$ cat src/rtl/uart_tx_fifo.sv
// rtl/uart_tx_fifo.sv - first-word-fall-through transmit FIFO feeding the UART transmitter
// Registered empty/full/count with sticky overflow/underflow error flags.
module uart_tx_fifo #(
   parameter int DBITS     = 8,
   parameter int ADDR_BITS = 4
) (
   input  logic                 clk_100MHz,
   input  logic                 reset,
   input  logic                 wr,
   input  logic [DBITS-1:0]     wr_data,
   input  logic                 rd,
   output logic [DBITS-1:0]     rd_data,
   output logic                 empty,
   output logic                 full,
   output logic [ADDR_BITS:0]   count,
   output logic                 overflow,
   output logic                 underflow,
   input  logic                 clr_err
);

   localparam int DEPTH = 2**ADDR_BITS;
   localparam logic [ADDR_BITS:0]   DEPTH_C   = (ADDR_BITS+1)'(DEPTH);
   localparam logic [ADDR_BITS:0]   CNT_ONE   = (ADDR_BITS+1)'(1);
   localparam logic [ADDR_BITS-1:0] PTR_ONE   = ADDR_BITS'(1);

   logic [DBITS-1:0]     mem_q [DEPTH];
   logic [ADDR_BITS-1:0] wr_ptr_q, wr_ptr_d;
   logic [ADDR_BITS-1:0] rd_ptr_q, rd_ptr_d;
   logic [ADDR_BITS:0]   count_q, count_d;
   logic                 empty_q, empty_d;
   logic                 full_q, full_d;
   logic                 overflow_q, overflow_d;
   logic                 underflow_q, underflow_d;
   logic                 eff_wr, eff_rd;

   // A full FIFO still accepts a push when a pop frees a slot in the same cycle.
   assign eff_wr = wr & (~full_q | rd);
   assign eff_rd = rd & ~empty_q;

   always_comb begin
      wr_ptr_d    = wr_ptr_q;
      rd_ptr_d    = rd_ptr_q;
      count_d     = count_q;
      empty_d     = empty_q;
      full_d      = full_q;
      overflow_d  = overflow_q & ~clr_err;
      underflow_d = underflow_q & ~clr_err;

      if (eff_wr) wr_ptr_d = wr_ptr_q + PTR_ONE;
      if (eff_rd) rd_ptr_d = rd_ptr_q + PTR_ONE;

      if (eff_wr && !eff_rd) begin
         count_d = count_q + CNT_ONE;
         empty_d = 1'b0;
         full_d  = ((count_q + CNT_ONE) == DEPTH_C);
      end else if (eff_rd && !eff_wr) begin
         count_d = count_q - CNT_ONE;
         full_d  = 1'b0;
         empty_d = ((count_q - CNT_ONE) == '0);
      end

      // Set has priority over clr_err.
      if (wr && full_q && !rd) overflow_d = 1'b1;
      if (rd && empty_q)       underflow_d = 1'b1;
   end

   always_ff @(posedge clk_100MHz or posedge reset) begin
      if (reset) begin
         wr_ptr_q    <= '0;
         rd_ptr_q    <= '0;
         count_q     <= '0;
         empty_q     <= 1'b1;
         full_q      <= 1'b0;
         overflow_q  <= 1'b0;
         underflow_q <= 1'b0;
      end else begin
         wr_ptr_q    <= wr_ptr_d;
         rd_ptr_q    <= rd_ptr_d;
         count_q     <= count_d;
         empty_q     <= empty_d;
         full_q      <= full_d;
         overflow_q  <= overflow_d;
         underflow_q <= underflow_d;
      end
   end

   always_ff @(posedge clk_100MHz) begin
      if (eff_wr) mem_q[wr_ptr_q] <= wr_data;
   end

   assign rd_data   = mem_q[rd_ptr_q];
   assign empty     = empty_q;
   assign full      = full_q;
   assign count     = count_q;
   assign overflow  = overflow_q;
   assign underflow = underflow_q;

endmodule

$ cat config.mk
export PLATFORM = sky130hd
export DESIGN_NAME = uart_tx_fifo
export DESIGN_NICKNAME = d
export VERILOG_FILES = /design/src/rtl/uart_tx_fifo.sv
export SDC_FILE = /design/constraint.sdc
export NUM_CORES = 1
export LEC_CHECK = 0
export BUFFER_PORTS_ARGS = -buffer_cell sky130_fd_sc_hd__buf_4
export CAP_MARGIN = 20
export CORE_ASPECT_RATIO = 2
export CORE_UTILIZATION = 62
export CTS_CLUSTER_SIZE = 10
export DETAILED_ROUTE_END_ITERATION = 6
export PLACE_DENSITY = 0.81
export SYNTH_ARGS = -nofsm -noshare
export SYNTH_HDL_FRONTEND = slang
export SYNTH_SLANG_ARGS = --single-unit
$ cat constraint.sdc
create_clock -name clk_100MHz -period 4.6 [get_ports clk_100MHz]
set_clock_uncertainty 0.1 [all_clocks]
set_input_delay 0.69 -clock clk_100MHz [delete_from_list [all_inputs] [get_ports clk_100MHz]]
set_output_delay 0.69 -clock clk_100MHz [all_outputs]
set_load 0.02 [all_outputs]
Word-level counts from Yosys, hierarchy flattened. Memories as Yosys holds them, arrays and structs flattened. Index checks and enable logic that the tools add are counted.

Multiply operators: 0. Bitwise logic cells: 8. Eq/ne operators: 1. Divide/modulo/power cells: 0. Shift-type cells: 0. Add/subtract/negate cells: 4. Muxes and demuxes: 10. Reduce and logical (&&, ||, !) cells: 10. Magnitude comparators: 0.

Operators with widths (count): 5-bit 2-to-1 mux (2); 4-bit by 1-bit adder with 4-bit output, second input constant (2); 1-bit 2-to-1 mux (8); 5-bit by 1-bit adder with 5-bit output, second input constant (1); 5-bit equality test, second input constant (1); 1-bit logical AND (5); 5-bit zero test (1); 5-bit by 1-bit subtractor with 5-bit output, second input constant (1); 1-bit bitwise AND (4); 1-bit zero test (3); 1-bit inverter (3); 2-bit nonzero test (1); 1-bit OR (1).

Input port bits: 13. Bits in registers: 17. ROM bits: 0. Output and inout port bits: 17. Latch bits: 0. Memories kept: 1. Word-level logic and storage cells: 41. Bits in writable memories: 128.

Memories: mem_q (words 16, width 8, read ports 1, clocked after memory_dff 0, wr ports 1, RTL line 26) `logic [DBITS-1:0] mem_q [DEPTH];`.

Logic depth before layout (Yosys ltp). Gate-level depths: netlist of run 1.

Depth in word-level cells: 7. Depth in mapped cells: 8. Mapped depth without buffers: 7.

Worst setup path before layout of run 1. Ideal clock, no wire load.

Kind: input to register. From: input rd. To: register empty_q, in the netlist empty. Stages: 7. Arrival: 2132 ps. Slack: 2263 ps. Required time: 4395 ps. Library setup time: 105 ps. Path buffers: 1. Cell sequence: nand2b_1 > nand2_1 > inv_1 > ha_1 > clkbuf_1 > or3b_2 > o41ai_1.

Word-level cells in the longest chain between the ends: 5. Elaborated cells between the ends (all ways): 9. Those cells by class: mux: 1; bitwise: 3; reduce/logical: 5.

RTL lines: start: declaration (RTL line 11) `input logic rd,`; 1-bit OR * (RTL line 37) `assign eff_wr = wr & (~full_q | rd);`; 1-bit bitwise AND * (RTL line 37); named net eff_wr (RTL line 34) `logic eff_wr, eff_rd;`; 1-bit zero test (RTL line 56) `end else if (eff_rd && !eff_wr) begin`; 1-bit logical AND (RTL line 56); 2-bit nonzero test (no source line); end signal: assignment (RTL line 80) `empty_q <= empty_d;`; end: declaration (RTL line 30) `logic empty_q, empty_d;`.

Mark *: on every way through the listed nets, which the timed path passes. The rest lies on a longest branch. A chain may end at the register's enable or synchronous reset.

Worst setup path in the final report of run 1.
From: register rd_ptr_q[0]. To: output rd_data[2].

Word-level cells in the longest chain between the ends: 1.

RTL lines: start: declaration (RTL line 28) `logic [ADDR_BITS-1:0] rd_ptr_q, rd_ptr_d;`; start signal: assignment (RTL line 78) `rd_ptr_q <= rd_ptr_d;`; memory 16 x 8 bit; end: declaration (RTL line 12) `output logic [DBITS-1:0] rd_data,`.

Every way passes these cells.

==> impl_metrics.ini, run 1 <==
[status]
outcome = finished with violations
violations = design-rule violations

[clock_tree]
cts.sinks = 145
insertion_delay_ns = 0.42
cts_buffers = 17
tritoncts = yes
cts_resized = 0
cts.path.max_buffers = 2
h-tree-depth = 4
cts_root_buffer = clkbuf_16
post-cts-setup-buffers = 0
clkSlewWorstSetupHoldPaths_ns = 0.06
cts_hold_buf = 0

[min_path]
hold_class = in2async

[worst_setup_path]
crit_fanout = 24
worstSetupStartpointType = flip-flop
critPathRequiredTime_ns = 3.81
rr_startpoint = empty
cp.arrival_ns = 2.71
critPathKind = reg2out
crit_path_end_kind = output pin
critPathLaunch = rd_ptr_q[0]

[synthesis]
synthMuxAreaShare_pct = 13.3
syn_avg_cell_area_um2 = 19.1
synth_most_common_cell = edfxtp_1
synth-simple-area-share_pct = 5.03
synth.cells.most_frequent = edfxtp_1 (128), mux4_2 (21), a22oi_1 (16), dfrtp_1 (16), nand2_1 (15)
yosys_register_bits = 145
ys_types = 38
yosysTopAreaCellShare_pct = 64.4
synth-edff-count = 128
async_reset_ff_share_pct = 11.7
syn_inst = 313
synth_top_family_by_area = multiplexers
yosys.area_share.xor_xnor_pct = 2.20
synth_flop_cell = edfxtp_1
ys_warn_count = 0
synth_fa_ha_area_share_pct = 2.10
yosysSeqAreaShare_pct = 71.6
synth-compound-area-share_pct = 2.85
netlist_area_um2 = 5970
synth_area_leaders = edfxtp_1 (64%), mux4_2 (7.9%), dfrtp_1 (6.7%), mux4_1 (4.8%), ha_1 (2.1%)
yosysTopAreaCell = edfxtp_1
syn_nets = 336

[grt]
antenna_found_initial = 0
grt_max_degree = 25
grt_util_all_layers_pct = 25.6
grt_first_pass_wirelength_mm = 17.8
grt_overflow_total = 0
grt_pass1_vias = 3223

[layout]
multiInputGateArea_um2 = 1520
register_area_um2 = 4270
final_cells = 465
final_core_util_pct = 72.6
fillers = 551
final_cell_area_um2 = 6770
syn2layout_area_growth_pct = 13.4
antennaDiodeCount = 0
drive_above_1_share_pct = 24.4
layout.nets = 371

[die]
die_w_um = 71.4
coreArea_um2 = 9320
io_pins = 30
num_rows = 50
initial_core_util_pct = 64.0
die_h_um = 141
dieArea_um2 = 10000

[pwr]
p_leak_nw = 2.40
finalPower_mw = 4.38
powerDensity_nw_per_um2 = 647
peakVddDrop_mv = 0.412

[timing]
hold_viol_final = 0
slew_headroom_pct = 28.4
slew_viol_final = 0
rsz0062_at_grt = false
period_share_pct = 76.1
tns_ns = 0
tightestPinTransition_ns = 1.07
setup_slack_ns = 1.10
max_freq_ghz = 0.286
fin_crit_ns = 3.50
setup_violations = 0
hold_ws_ns = 0.272

[route]
wire_per_inst_um = 24.8
routed_wl_mm = 11.5
drc = 2
dr_total_vias = 2958
first_pass_iters = 6
first_iter_violations = 266
viasPerCell = 6.36
antenna_left = 0

[placement]
io_buffers = 29
placedCellCount = 433
dpl_cell_area_um2 = 6210
hpwl_mm = 7.64
gp_routability_congestion = 0.773
dp_slack_ns = 1.53

[run]
drv_cap = 0
[state kept, by name, summed over array words and instances, names as in the netlist]
register and cells:
count 5, empty 1, full 1, mem_q 128
overflow 1, rd_ptr_q 4, underflow 1, wr_ptr_q 4
[worst max-delay path: stages (launching register included)]
cell,delay (ns)
dfrtp_2,0.83
buf_4,0.38
mux4_2,0.57
a22oi_1,0.26
nand2_1,0.09
buf_4,0.16
[metal layers]
metal	track usage, %	up-vias	routed length [um]
li1	-	1310	-
met1	29.1	1514	4120
met2	44.8	109	6620
met3	5.15	25	474
met4	13.3	0	299
met5	0	-	0
[area by class of cell]
type,count,share of cell area (%)
flip-flops and latches,145,63.1
clock buffers,18,6.34
multi-input cells,139,22.5
repair buffers,31,3.44
clock inverters,14,1.92
well taps,104,1.92
inverters,14,0.776
[power breakdown]
group	switching, mW	internal (mW)
clock network	0.545	0.750
logic	0.652	0.598
registers	0.216	1.62
[cell families (layout without fill, tap and decap cells)]
kind of cell	Yosys count	count (layout)
compound gates	24	24
flops	145	145
xor+xnor	15	15
mux	35	35
fa+ha+maj	10	10
simple gates	55	55
buf+inv	29	77
[layout by cell type (no fill, tap or decap), types with 9 or more instances in the layout]
cell type and instances:
edfxtp_1 128, buf_4 31, mux4_2 21, clkbuf_16 17, a22oi_1 16, nand2_1 15, dfrtp_1 15, inv_1 14
and2_1 13, mux4_1 11, ha_1 10, xor2_1 9
[final timing paths]
check / to / slack [ns] / cells past startpoint
worst max register to register: count[4] / 2.27 / 6
worst min-delay path: wr_ptr_q[2] / 0.27 / 2
worst min register to register: empty / 0.42 / 2
min in group clk_100MHz: underflow / 0.35 / 2
worst max-delay path: rd_data[2] / 1.10 / 5
max in group asynchronous: rd_ptr_q[0] / 3.65 / 2
(Power assumes the default switching activity.)
==> run 2: changes to the inputs <==
Settings changed: CORE_UTILIZATION 62 to 60, PLACE_DENSITY 0.81 to 0.78.
Clock period 4.6 ns to 3.7 ns, I/O delays scaled along.
==> run 2 against run 1 <==
Against the previous run: the run now ends clean; non-clock buffer count rose by 2; via count rose by 0.54%; routed wire length fell by 0.49%; critical path type unchanged; largest cell class unchanged.
==> impl_metrics.ini, run 2 (synthesis gave the netlist of run 1 again) <==
[status]
outcome = completed

[die]
dieArea_um2 = 10400
num_rows = 51
die_w_um = 72.5
io_pins = 30
initial_core_util_pct = 61.5
coreArea_um2 = 9700
die_h_um = 143

[layout]
layout.nets = 373
drive_above_1_share_pct = 24.0
largest_reg_flops = 128
final_core_util_pct = 71.2
layout_common_cells = edfxtp_1 (128), buf_4 (32), mux4_2 (21), clkbuf_16 (17), a22oi_1 (16)
syn2layout_area_growth_pct = 15.8
fillers = 637
final_cell_area_um2 = 6910
layout_commonest_cell = edfxtp_1
regMostFlops = mem_q
multiInputGateArea_um2 = 1520
antennaDiodeCount = 0
register_area_um2 = 4270

[clock_tree]
post-cts-setup-buffers = 0
h-tree-depth = 4
cts.sinks = 145
cts.path.max_buffers = 2
insertion_delay_ns = 0.41
cts_hold_buf = 0
clkSlewWorstSetupHoldPaths_ns = 0.06
tritoncts = yes
cts_root_buffer = clkbuf_16
cts_buffers = 17
cts_resized = 0

[pwr]
powerDensity_nw_per_um2 = 825
p_leak_nw = 2.45
finalPower_mw = 5.70
peakVddDrop_mv = 0.581

[route]
routed_wl_mm = 11.5
antenna_left = 0
drc = 0
first_pass_iters = 4
first_iter_violations = 225
dr_total_vias = 2974
viasPerCell = 6.01
wire_per_inst_um = 23.1

[timing]
setup_slack_ns = 0.527
slew_headroom_pct = 23.5
hold_viol_final = 0
max_freq_ghz = 0.315
period_share_pct = 85.7
tightestPinTransition_ns = 1.14
rsz0062_at_grt = false
setup_violations = 0
fin_crit_ns = 3.17
slew_viol_final = 0
tns_ns = 0

[worst_setup_path]
regToRegSetupSlack_ns = 1.50
critPathKind = reg2out
crit_fanout = 19
cp.arrival_ns = 2.52
crit_path_end_kind = output pin
worstSetupStartpointType = flip-flop
r2r_cells = 6
critPathRequiredTime_ns = 3.04

[placement]
hpwl_mm = 7.39
io_buffers = 29
gp_routability_congestion = 0.810
dp_slack_ns = 0.909
dpl_cell_area_um2 = 6260

[grt]
grt_max_degree = 30
grt_pass1_vias = 3151
grt_util_all_layers_pct = 25.0
grt_first_pass_wirelength_mm = 17.7
antenna_found_initial = 0
grt_overflow_total = 0

[min_path]
hold_class = in2async

[run]
drv_cap = 0
-- run 2: cell types whose count changed in the layout (fill, tap and decap cells not counted) --
cell,previous run,this run
buf_12,0,1
buf_4,31,32
bufinv_16,1,5
clkbuf_1,1,3
clkbuf_8,0,1
clkinv_1,0,1
clkinv_2,3,2
clkinv_4,4,1
inv_6,4,0
-- run 2: path summary, 6_finish.rpt --
kind | start | end
max | rd_ptr_q[0] | rd_data[7]
min | reset | wr_ptr_q[0]
max reg2reg | empty | count[4]
min reg2reg | empty | empty
max in group asynchronous | reset | rd_ptr_q[0]
min in group clk_100MHz | clr_err | overflow
-- run 2: through the flow --
stage          hold WS (ns)  cells
2_1_floorplan         0.380    313
3_3_place_gp          0.401    462
3_5_place_dp          0.407    462
4_1_cts               0.160    494
5_1_grt               0.217    495
6_report              0.152    495
-- run 2: per-layer routing --
layer  global-route usage [%]  up-vias  wire length, um
met3                     5.22       13              689
met2                     43.8      114             6550
met5                        0        -                0
met1                     29.4     1529             4060
li1                         -     1318                -
met4                     10.3        0              153
-- run 2: final cells by class --
cell class | count | share of cell area, %
clock inverter | 11 | 2.72
multi-input combinational | 139 | 22.0
clock buffer | 21 | 6.52
sequential | 145 | 61.8
inverter | 14 | 0.761
timing repair buffer | 33 | 3.77
tap | 132 | 2.39
-- run 2: where the power goes --
| group | switching, mW | internal (mW) | total, mW |
|---|---|---|---|
| registers | 0.230 | 2.01 | 2.24 |
| logic | 0.861 | 0.768 | 1.63 |
| clock network | 0.617 | 1.21 | 1.83 |
| total | 1.71 | 3.99 | 5.70 |
-- run 2: worst max-delay path, stage by stage (launching register included) --
cell,delay [ns]
dfrtp_2,0.76
buf_4,0.28
mux4_1,0.55
a22oi_1,0.22
nand2_1,0.12
buf_4,0.17
